$ cat config.mk
export PLATFORM = sky130hd
export DESIGN_NAME = xsim_finish_ctrl
export DESIGN_NICKNAME = d
export VERILOG_FILES = /design/src/rtl/xsim_ctrl_pkg.sv /design/src/rtl/sat_updown_ctr.sv /design/src/rtl/xsim_finish_ctrl.sv
export SDC_FILE = /design/constraint.sdc
export NUM_CORES = 1
export LEC_CHECK = 0
export CAP_MARGIN = 20
export CORE_ASPECT_RATIO = 1.25
export CORE_MARGIN = 2
export CORE_UTILIZATION = 58
export CTS_CLUSTER_DIAMETER = 100
export DETAILED_ROUTE_END_ITERATION = 8
export HOLD_SLACK_MARGIN = 0.06
export MAX_ROUTING_LAYER = met4
export PLACE_DENSITY = 0.88
export SKIP_CTS_REPAIR_TIMING = 1
export SYNTH_ARGS = -nofsm -noshare
export SYNTH_HDL_FRONTEND = slang
export SYNTH_SLANG_ARGS = --single-unit
export TNS_END_PERCENT = 5
$ cat constraint.sdc
create_clock -name CLK -period 6.84 [get_ports CLK]
set_clock_uncertainty 0.2 [all_clocks]
set_input_delay 1.026 -clock CLK [delete_from_list [all_inputs] [get_ports CLK]]
set_output_delay 1.026 -clock CLK [all_outputs]
set_load 0.01 [all_outputs]
$ cat src/rtl/xsim_ctrl_pkg.sv
// Shared types and exit codes for the simulation finish handshake.
// State encoding is visible on the top-level state port, so the values are fixed.
package xsim_ctrl_pkg;

  typedef enum logic [1:0] {
    IDLE  = 2'd0,
    DRAIN = 2'd1,
    GRACE = 2'd2,
    DONE  = 2'd3
  } finish_state_t;

  localparam logic [7:0] FIN_CLEAN   = 8'h00;
  localparam logic [7:0] FIN_TIMEOUT = 8'h01;
  localparam logic [7:0] FIN_ABORT   = 8'h02;
  localparam int         FIN_ERR_BIT = 7;

  // Timer width able to hold 0..n-1, never narrower than one bit.
  function automatic int unsigned timer_width(input int unsigned n);
    return (n > 1) ? $clog2(n) : 1;
  endfunction

endpackage

$ cat src/rtl/sat_updown_ctr.sv
// Saturating up/down counter of in-flight transactions with a sticky error flag
// raised on underflow (dec at zero) or overflow (inc at the maximum value).
module sat_updown_ctr #(
  parameter int unsigned W = 8
) (
  input  logic         clk,
  input  logic         rst_n,
  input  logic         inc,
  input  logic         dec,
  output logic [W-1:0] count,
  output logic         err
);

  localparam logic [W-1:0] MAX = '1;

  // Simultaneous inc and dec cancel and cannot produce an error.
  always_ff @(posedge clk) begin
    if (!rst_n) begin
      count <= '0;
      err   <= 1'b0;
    end else begin
      unique case ({inc, dec})
        2'b10: begin
          if (count == MAX) err <= 1'b1;
          else              count <= count + W'(1);
        end
        2'b01: begin
          if (count == '0) err <= 1'b1;
          else             count <= count - W'(1);
        end
        default: ;
      endcase
    end
  end

endmodule

$ cat src/rtl/xsim_finish_ctrl.sv
// Design-side finish handshake: drains outstanding transactions, waits a quiet
// grace period, then raises a sticky finish level with an exit code.
module xsim_finish_ctrl
  import xsim_ctrl_pkg::*;
#(
  parameter int unsigned CNT_W        = 8,
  parameter int unsigned CYC_W        = 32,
  parameter int unsigned GRACE_CYCLES = 16,
  parameter int unsigned TIMEOUT      = 1024
) (
  input  logic             CLK,
  input  logic             RST_N,
  input  logic             finish_req,
  input  logic             abort_req,
  input  logic             txn_start,
  input  logic             txn_done,
  output logic [CNT_W-1:0] outstanding,
  output logic [CYC_W-1:0] cycles,
  output logic [1:0]       state,
  output logic             finish,
  output logic [7:0]       finish_code
);

  localparam int unsigned TO_W = timer_width(TIMEOUT);
  localparam int unsigned GR_W = timer_width(GRACE_CYCLES);
  localparam logic [TO_W-1:0] TO_LAST = TO_W'(TIMEOUT - 1);
  localparam logic [GR_W-1:0] GR_LAST = GR_W'(GRACE_CYCLES - 1);

  finish_state_t   state_q;
  logic [TO_W-1:0] to_timer;
  logic [GR_W-1:0] gr_timer;
  logic [6:0]      code_q;
  logic            finish_q;
  logic [CYC_W-1:0] cyc_q;
  logic            ctr_err;

  sat_updown_ctr #(.W(CNT_W)) u_ctr (
    .clk   (CLK),
    .rst_n (RST_N),
    .inc   (txn_start),
    .dec   (txn_done),
    .count (outstanding),
    .err   (ctr_err)
  );

  always_ff @(posedge CLK) begin
    if (!RST_N) cyc_q <= '0;
    else        cyc_q <= cyc_q + CYC_W'(1);
  end

  // Priority in DRAIN/GRACE: abort, then timeout, then drain/grace progress.
  always_ff @(posedge CLK) begin
    if (!RST_N) begin
      state_q  <= IDLE;
      to_timer <= '0;
      gr_timer <= '0;
      code_q   <= '0;
      finish_q <= 1'b0;
    end else begin
      unique case (state_q)
        IDLE: begin
          if (abort_req) begin
            state_q  <= DONE;
            finish_q <= 1'b1;
            code_q   <= FIN_ABORT[6:0];
          end else if (finish_req) begin
            state_q  <= DRAIN;
            to_timer <= '0;
          end
        end
        DRAIN: begin
          if (abort_req) begin
            state_q  <= DONE;
            finish_q <= 1'b1;
            code_q   <= FIN_ABORT[6:0];
          end else if (to_timer == TO_LAST) begin
            state_q  <= DONE;
            finish_q <= 1'b1;
            code_q   <= FIN_TIMEOUT[6:0];
          end else begin
            to_timer <= to_timer + TO_W'(1);
            if (outstanding == '0 && !txn_start) begin
              state_q  <= GRACE;
              gr_timer <= '0;
            end
          end
        end
        GRACE: begin
          if (abort_req) begin
            state_q  <= DONE;
            finish_q <= 1'b1;
            code_q   <= FIN_ABORT[6:0];
          end else if (to_timer == TO_LAST) begin
            state_q  <= DONE;
            finish_q <= 1'b1;
            code_q   <= FIN_TIMEOUT[6:0];
          end else begin
            // The timeout budget spans re-entries into DRAIN; only grace restarts.
            to_timer <= to_timer + TO_W'(1);
            if (txn_start) begin
              state_q <= DRAIN;
            end else if (gr_timer == GR_LAST) begin
              state_q  <= DONE;
              finish_q <= 1'b1;
              code_q   <= FIN_CLEAN[6:0];
            end else begin
              gr_timer <= gr_timer + GR_W'(1);
            end
          end
        end
        DONE: ;
      endcase
    end
  end

  assign state       = state_q;
  assign finish      = finish_q;
  assign cycles      = cyc_q;
  assign finish_code = {ctr_err, code_q};

endmodule

==> metrics.md, run 1 <==
| Metric | Value |
|---|---|
| Max-cap violations | 0 |
| Mapped Area | ~3400 um^2 |
| Post-Route WL | about 7.7 mm |
| GRT overflow | 0 |
| Critical path startpoint category | input port |
| Critical path depth in cells | 9 |
| Multi-input gate area | 2034 um^2 |
| CTS tree | built |
| WL met3 | 337 um |
| Syn Area/Cell | 8.324 um^2 |
| Latest clock arrival within the worst-skew pair | between 0.3 and 0.4 ns |
| Sequential fraction of the synthesis area | 0.3528 |
| Vias in the first global route | between 2000 and 3000 |
| Row count | 31 |
| IO Port Bufs | 51 |
| DRT iter0 DRCs | 225 |
| Post-Synth XOR/XNOR Area | 0.08747 |
| Post-synthesis mux area share | 0.02095 |
| Worst Path Buf+Inv | 2 |
| Family with the most delay on the worst path | adder cells |
| Worst reg2reg path depth | 6 |
| Max Slew Vio Count | 0 |
| Core area | ~5700 um^2 |
| Worst-margin pin slew | about 0.72 ns |
| Largest family of logic cells by synthesized area | simple AND/OR/NAND/NOR gates |
| Hold path depth | 2 |
| Critical path's largest stage delay | between 0.6 and 0.7 ns |
| Post-synth EDFFs | 0 |
| Fmax | 261.8 MHz |
| Worst EP required | ~7 ns |
| GRT Resource Usage Total | 0.2562 |
| Critical path peak fanout | 22 |
| Initial antenna violation count | 0 |
| Tmin final | between 3 and 4 ns |
| Share of the synthesized area in the top cell type | 0.3528 |
| CTS buffer count | 9 |
| DR pass1 iterations | 5 |
| Drt drc | 0 |
| GPL Wtd Cong | just over 0.9 |
| Compound-Gate Fraction of Synth Area | 0.1463 |
| Synth cell types | 63 |
| R2R Setup Slk | about 4.5 ns |
| Fraction of the mapped netlist area in simple logic gates | 0.2969 |
| Top-count cell post-synth | dfxtp_1 |
| Status | completed |
| Yosys reg bits | 60 |
| Vias | 3144 |
| Fin. Hold Viols | 0 |
| Clock-pin slew on the worst setup and hold paths | 0.07 ns |
| Clock buffer depth | 2 |
| Die footprint | 6503 um^2 |
| Initial Utilization | 0.5931 |
| Pin count of the biggest net entering global routing | 31 |
| WS Path Type | in -> reg |
| Antenna-violating nets left | 0 |
| Async set-reset flop share out of synthesis | 0 |
| Final setup TNS | 0 ns |
| Synth top area cells | dfxtp_1 35%, xor2_1 6.2%, nor2_1 5.1%, ha_1 4.0%, nand2_1 3.9% |
| Routed vias/inst | approximately 6.0 |
| Met1 wire length | around 3.3 mm |
| Worst path most repeated cell | ha_1 |
| Final setup fails | 0 |
| Crit end category | flip-flop |
| Yosys top cell by area | dfxtp_1 |
| WL/cell | about 15 um |
| Io pins | between 50 and 60 |
| Share of cells above drive strength 1 | 0.06374 |
| Power Density | between 200 and 300 nW/um^2 |
| Unrepaired setup endpoints after global routing | no |
| Yosys warns | 0 |
| Fin worst setup slack | 3.020 ns |
| Fill count | ~440 |
| Die width | 72.53 um |
| Root buf cell | clkbuf_8 |
| Crit path max-delay cell type | ha_1 |
| First-pass GRT wire length | about 13 mm |
| Clock sinks | 60 |
| Post-Syn Instances | ~410 |
| Slew HR | 0.5175 |
| Worst min path class | reg -> reg |
| Highest metal used | met4 |
| Antenna Cells | 0 |
| Pre-CTS setup slack | ~2.7 ns |
| P&R area growth vs syn | 20.18% |
| Crit path cell chain | clkdlybuf4s50_1, inv_1, ha_1, xor2_1, ha_1, o22ai_1, or4_1, a21oi_1, mux2i_1 |
| H-tree depth | 3 |
| Die Ht | approximately 90 um |
| Worst Path Arrival | around 3.9 ns |
| Adder-cell share of the synthesized area | 0.04043 |
| Pleak | ~1.5 nW |
| Max VDD drop | approximately 0.16 mV |
| Final period util | 0.5585 |
| NumNets Final | between 400 and 500 |
| Detailed Place HPWL | between 5 and 6 mm |
| Primary FF master, synth | dfxtp_1 |
| Top cells by count, synth | 60 x dfxtp_1, 46 x nor2_1, 35 x nand2_1 |
| Routed met2 length | around 4.0 mm |
| Register Area | 1201 um^2 |
## cells in the final DEF (no fill, tap or decap), drive strengths merged, types with 3 or more instances in the layout
| master | instances |
|---|---|
| dfxtp | 60 |
| nand4 | 12 |
| nand2 | 35 |
| mux2i | 6 |
| and2 | 7 |
| o211ai | 4 |
| or3 | 10 |
| nor2 | 46 |
| o22ai | 3 |
| xor2 | 24 |
| nand3 | 24 |
| a21oi | 20 |
| inv | 12 |
| and3 | 10 |
| xnor2 | 10 |
| ha | 11 |
| or4 | 5 |
| o21ai | 16 |
| a31oi | 4 |
| conb | 5 |
| nor4 | 9 |
| clkbuf | 12 |
| clkdlybuf4s50 | 51 |
| nand2b | 12 |
| a2111oi | 4 |
## state kept, by name, indices dropped and copies added (netlist names)
| name | cells |
|---|---|
| u_ctr.err | 1 |
| state | 2 |
| gr_timer | 4 |
| code_q | 2 |
| finish | 1 |
| u_ctr.count | 8 |
| cycles | 32 |
| to_timer | 10 |
## through the flow
step,std cells,utilization,cell area [um^2],hold WS [ns],power (W)
6_report,521,0.7127,4091,0.2490,0.001041
5_1_grt,521,0.7127,4091,0.3005,0.001093
4_1_cts,521,0.7127,4091,0.2513,0.001041
3_5_place_dp,505,0.6774,3889,0.2433,0.0007162
3_3_place_gp,505,0.6774,3889,0.2414,0.0007043
2_1_floorplan,413,-,3420,0.2259,0.0006293
## tightest hold or removal path, delay by kind of cell, from the launching register on
family | cells | cell delay, ns
flip-flops | 1 | 0.31
buffers and inverters | 1 | 0.05
AO/OA/AOI/OAI | 1 | 0.05
## final timing paths
path | start | end
worst max-delay path | txn_start | u_ctr.count[4]$_SDFFE_PN0P_
worst min-delay path | u_ctr.err$_SDFFE_PN0P_ | u_ctr.err$_SDFFE_PN0P_
worst max register to register | u_ctr.count[1]$_SDFFE_PN0P_ | u_ctr.count[4]$_SDFFE_PN0P_
worst min register to register | u_ctr.err$_SDFFE_PN0P_ | u_ctr.err$_SDFFE_PN0P_
## kinds of logic after synthesis
| kind of cell | count (synthesis) |
|---|---|
| AOI/OAI and AO/OA | 73 |
| xor gates and xnor gates | 34 |
| adders and majority gates | 11 |
| buffers and inverters | 39 |
| DFF | 60 |
| muxes | 7 |
| other | 1 |
| and+or+nand+nor | 184 |
## metal layers
metal  vias to the layer above  track usage
met2                        74       0.4355
met5                         -            -
met3                        12      0.03571
li1                       1536            -
met4                         0       0.1431
met1                      1522       0.2893
## where the power goes
| group | leakage, nW | switching, W | internal [W] |
|---|---|---|---|
| registers | 0.486 | 0.0000329 | 0.000372 |
| clock network | 0.102 | 0.000140 | 0.000187 |
| logic | 0.940 | 0.000183 | 0.000127 |
## cell type report
type,count,area share
well taps,66,0.02018
clock buffers,12,0.03792
multi-input cells,314,0.4972
clock inverters,4,0.01162
flip-flops and latches,60,0.2936
inverters,12,0.01101
repair buffers,53,0.1284
Note: power is estimated with default switching activity, not from simulation.
==> run 2: changes to the inputs <==
- CORE_UTILIZATION: 58 -> 53
- PLACE_DENSITY: 0.88 -> 0.82
- clock period: 6.84 -> 3.8 ns (I/O delays scaled with it)
==> run 2 against run 1 <==
Effect of this change:
- worst setup slack worse by 2.3 ns
- final cell count is 4.0% higher
- clock power is 80% higher
- register-to-register slack worse by 3.0 ns
- worst hold slack worse by 0.0026 ns
- core utilization is 4.6 points lower
- via count is 0.51% higher
- global-route usage is 1.2 points lower
- wire length is 0.35% higher
- final area is 1.1% higher
- count of clock-buffer cells in the layout is 2 higher
==> metrics.md, run 2 (synthesized netlist as in run 1, its figures left out) <==
| Metric | Value |
|---|---|
| Io pins | 57 |
| Antenna-violating nets left | 0 |
| DRT iter0 DRCs | around 230 |
| Vias | 3160 |
| Status | completed |
| Fin. Hold Viols | 0 |
| Core area | between 6000 and 7000 um^2 |
| Initial Utilization | 0.5486 |
| Clock sinks | 60 |
| Fill count | 512 |
| Worst path most repeated cell | ha_1 |
| Pleak | between 1.5 and 2 nW |
| Share of cells above drive strength 1 | 0.06565 |
| WL/cell | 14.33 um |
| Root buf cell | clkbuf_8 |
| GRT overflow | 0 |
| Detailed Place HPWL | 5.523 mm |
| Pre-CTS setup slack | around 0.42 ns |
| Max-cap violations | 0 |
| Die footprint | between 7000 and 8000 um^2 |
| P&R area growth vs syn | 21.54% |
| Final setup fails | 0 |
| WS Path Type | in -> reg |
| Pin count of the biggest net entering global routing | 18 |
| Die width | roughly 76 um |
| CTS tree | built |
| Worst EP required | between 3 and 4 ns |
| Crit path max-delay cell type | clkdlybuf4s50_1 |
| H-tree depth | 3 |
| NumNets Final | between 400 and 500 |
| Commonest non-fill, non-tap cell in the layout | dfxtp_1 |
| Routed vias/inst | just under 6 |
| Power Density | roughly 450 nW/um^2 |
| Worst Path Arrival | around 3.1 ns |
| Worst Path Buf+Inv | 2 |
| Die Ht | 93.61 um |
| Critical path peak fanout | 10 |
| DR pass1 iterations | 4 |
| GPL Wtd Cong | a little over 0.9 |
| Final period util | 0.8036 |
| Crit path cell chain | clkdlybuf4s50_1, inv_1, ha_1, xor2_1, ha_1, nor4_1, nor3_1, a311oi_1, mux2i_1 |
| Clock buffer depth | 2 |
| Final Util | 0.6667 |
| Worst-margin pin slew | 0.6238 ns |
| CTS buffer count | 9 |
| Post-Route WL | a little under 8 mm |
| Crit end category | flip-flop |
| Clock-pin slew on the worst setup and hold paths | 0.07 ns |
| GRT Resource Usage Total | 0.2438 |
| First-pass GRT wire length | roughly 13 mm |
| Final setup TNS | 0 ns |
| Unrepaired setup endpoints after global routing | no |
| Slew HR | 0.5797 |
| Largest register FFs | 32 |
| Max Slew Vio Count | 0 |
| Family with the most delay on the worst path | buffers and inverters |
| Initial antenna violation count | 0 |
| Commonest cells after routing, fill and taps aside | 60 x dfxtp_1, 51 x clkdlybuf4s50_1, 46 x nor2_1, 35 x nand2_1 |
| Drt drc | 0 |
| Vias in the first global route | ~3000 |
| Fin worst setup slack | between 0.7 and 0.8 ns |
| Antenna Cells | 0 |
| Row count | 32 |
| Max VDD drop | 0.2683 mV |
| Critical path startpoint category | input port |
| Critical path's largest stage delay | slightly above 0.6 ns |
| Tmin final | 3.054 ns |
| Worst min path class | reg -> reg |
| Fmax | ~330 MHz |
| IO Port Bufs | just over 50 |
| Latest clock arrival within the worst-skew pair | around 0.34 ns |
[run 2: cell type report]
class / count / area (um^2) / share of cell area
Tap cell: 85 / 106.4 / 0.02570
Sequential cell: 60 / 1201 / 0.2903
Clock inverter: 1 / 30.03 / 0.007257
Clock buffer: 14 / 172.7 / 0.04173
Timing Repair Buffer: 56 / 548.0 / 0.1324
Inverter: 12 / 45.04 / 0.01089
Multi-Input combinational cell: 314 / 2034 / 0.4917
[run 2: power by group]
part / internal [W] / leakage (nW) / switching (W) / total, W
logic: 0.000230 / 0.955 / 0.000330 / 0.000560
registers: 0.000669 / 0.486 / 0.0000594 / 0.000729
clock network: 0.000354 / 0.103 / 0.000236 / 0.000590
[run 2: tightest hold or removal path, delay by kind of cell (launching register included)]
family / cells / cell delay [ns]
buffers and inverters: 1 / 0.05
AO/OA/AOI/OAI: 1 / 0.05
flip-flops: 1 / 0.31
[run 2: path summary, 6_finish.rpt]
| path | cells past startpoint | startpoint | end | slack (ns) |
|---|---|---|---|---|
| max | 9 | txn_start | u_ctr.count[6]$_SDFFE_PN0P_ | 0.75 |
| min reg2reg | 2 | u_ctr.err$_SDFFE_PN0P_ | u_ctr.err$_SDFFE_PN0P_ | 0.25 |
| min | 2 | u_ctr.err$_SDFFE_PN0P_ | u_ctr.err$_SDFFE_PN0P_ | 0.25 |
| max reg2reg | 7 | state[1]$_SDFFE_PN0P_ | gr_timer[0]$_SDFFE_PN0P_ | 1.52 |
[run 2: through the flow]
stage	hold slack (ns)	area (um^2)	cells	power, W
finish	0.2463	4138	542	0.001878
CTS	0.2501	4138	542	0.001881
global placement	0.2380	3935	527	0.001273
floorplan	0.2259	3420	413	0.001133
global route	0.2741	4138	542	0.001991
detailed placement	0.2395	3935	527	0.001291
[run 2: metal layers]
layer / global-route usage / part of all wire / vias to the layer above
met3: 0.05603 / 0.043 / 15
met1: 0.2856 / 0.43 / 1520
met5: - / 0 / -
met4: 0.09649 / 0.019 / 0
li1: - / - / 1538
met2: 0.3978 / 0.51 / 87
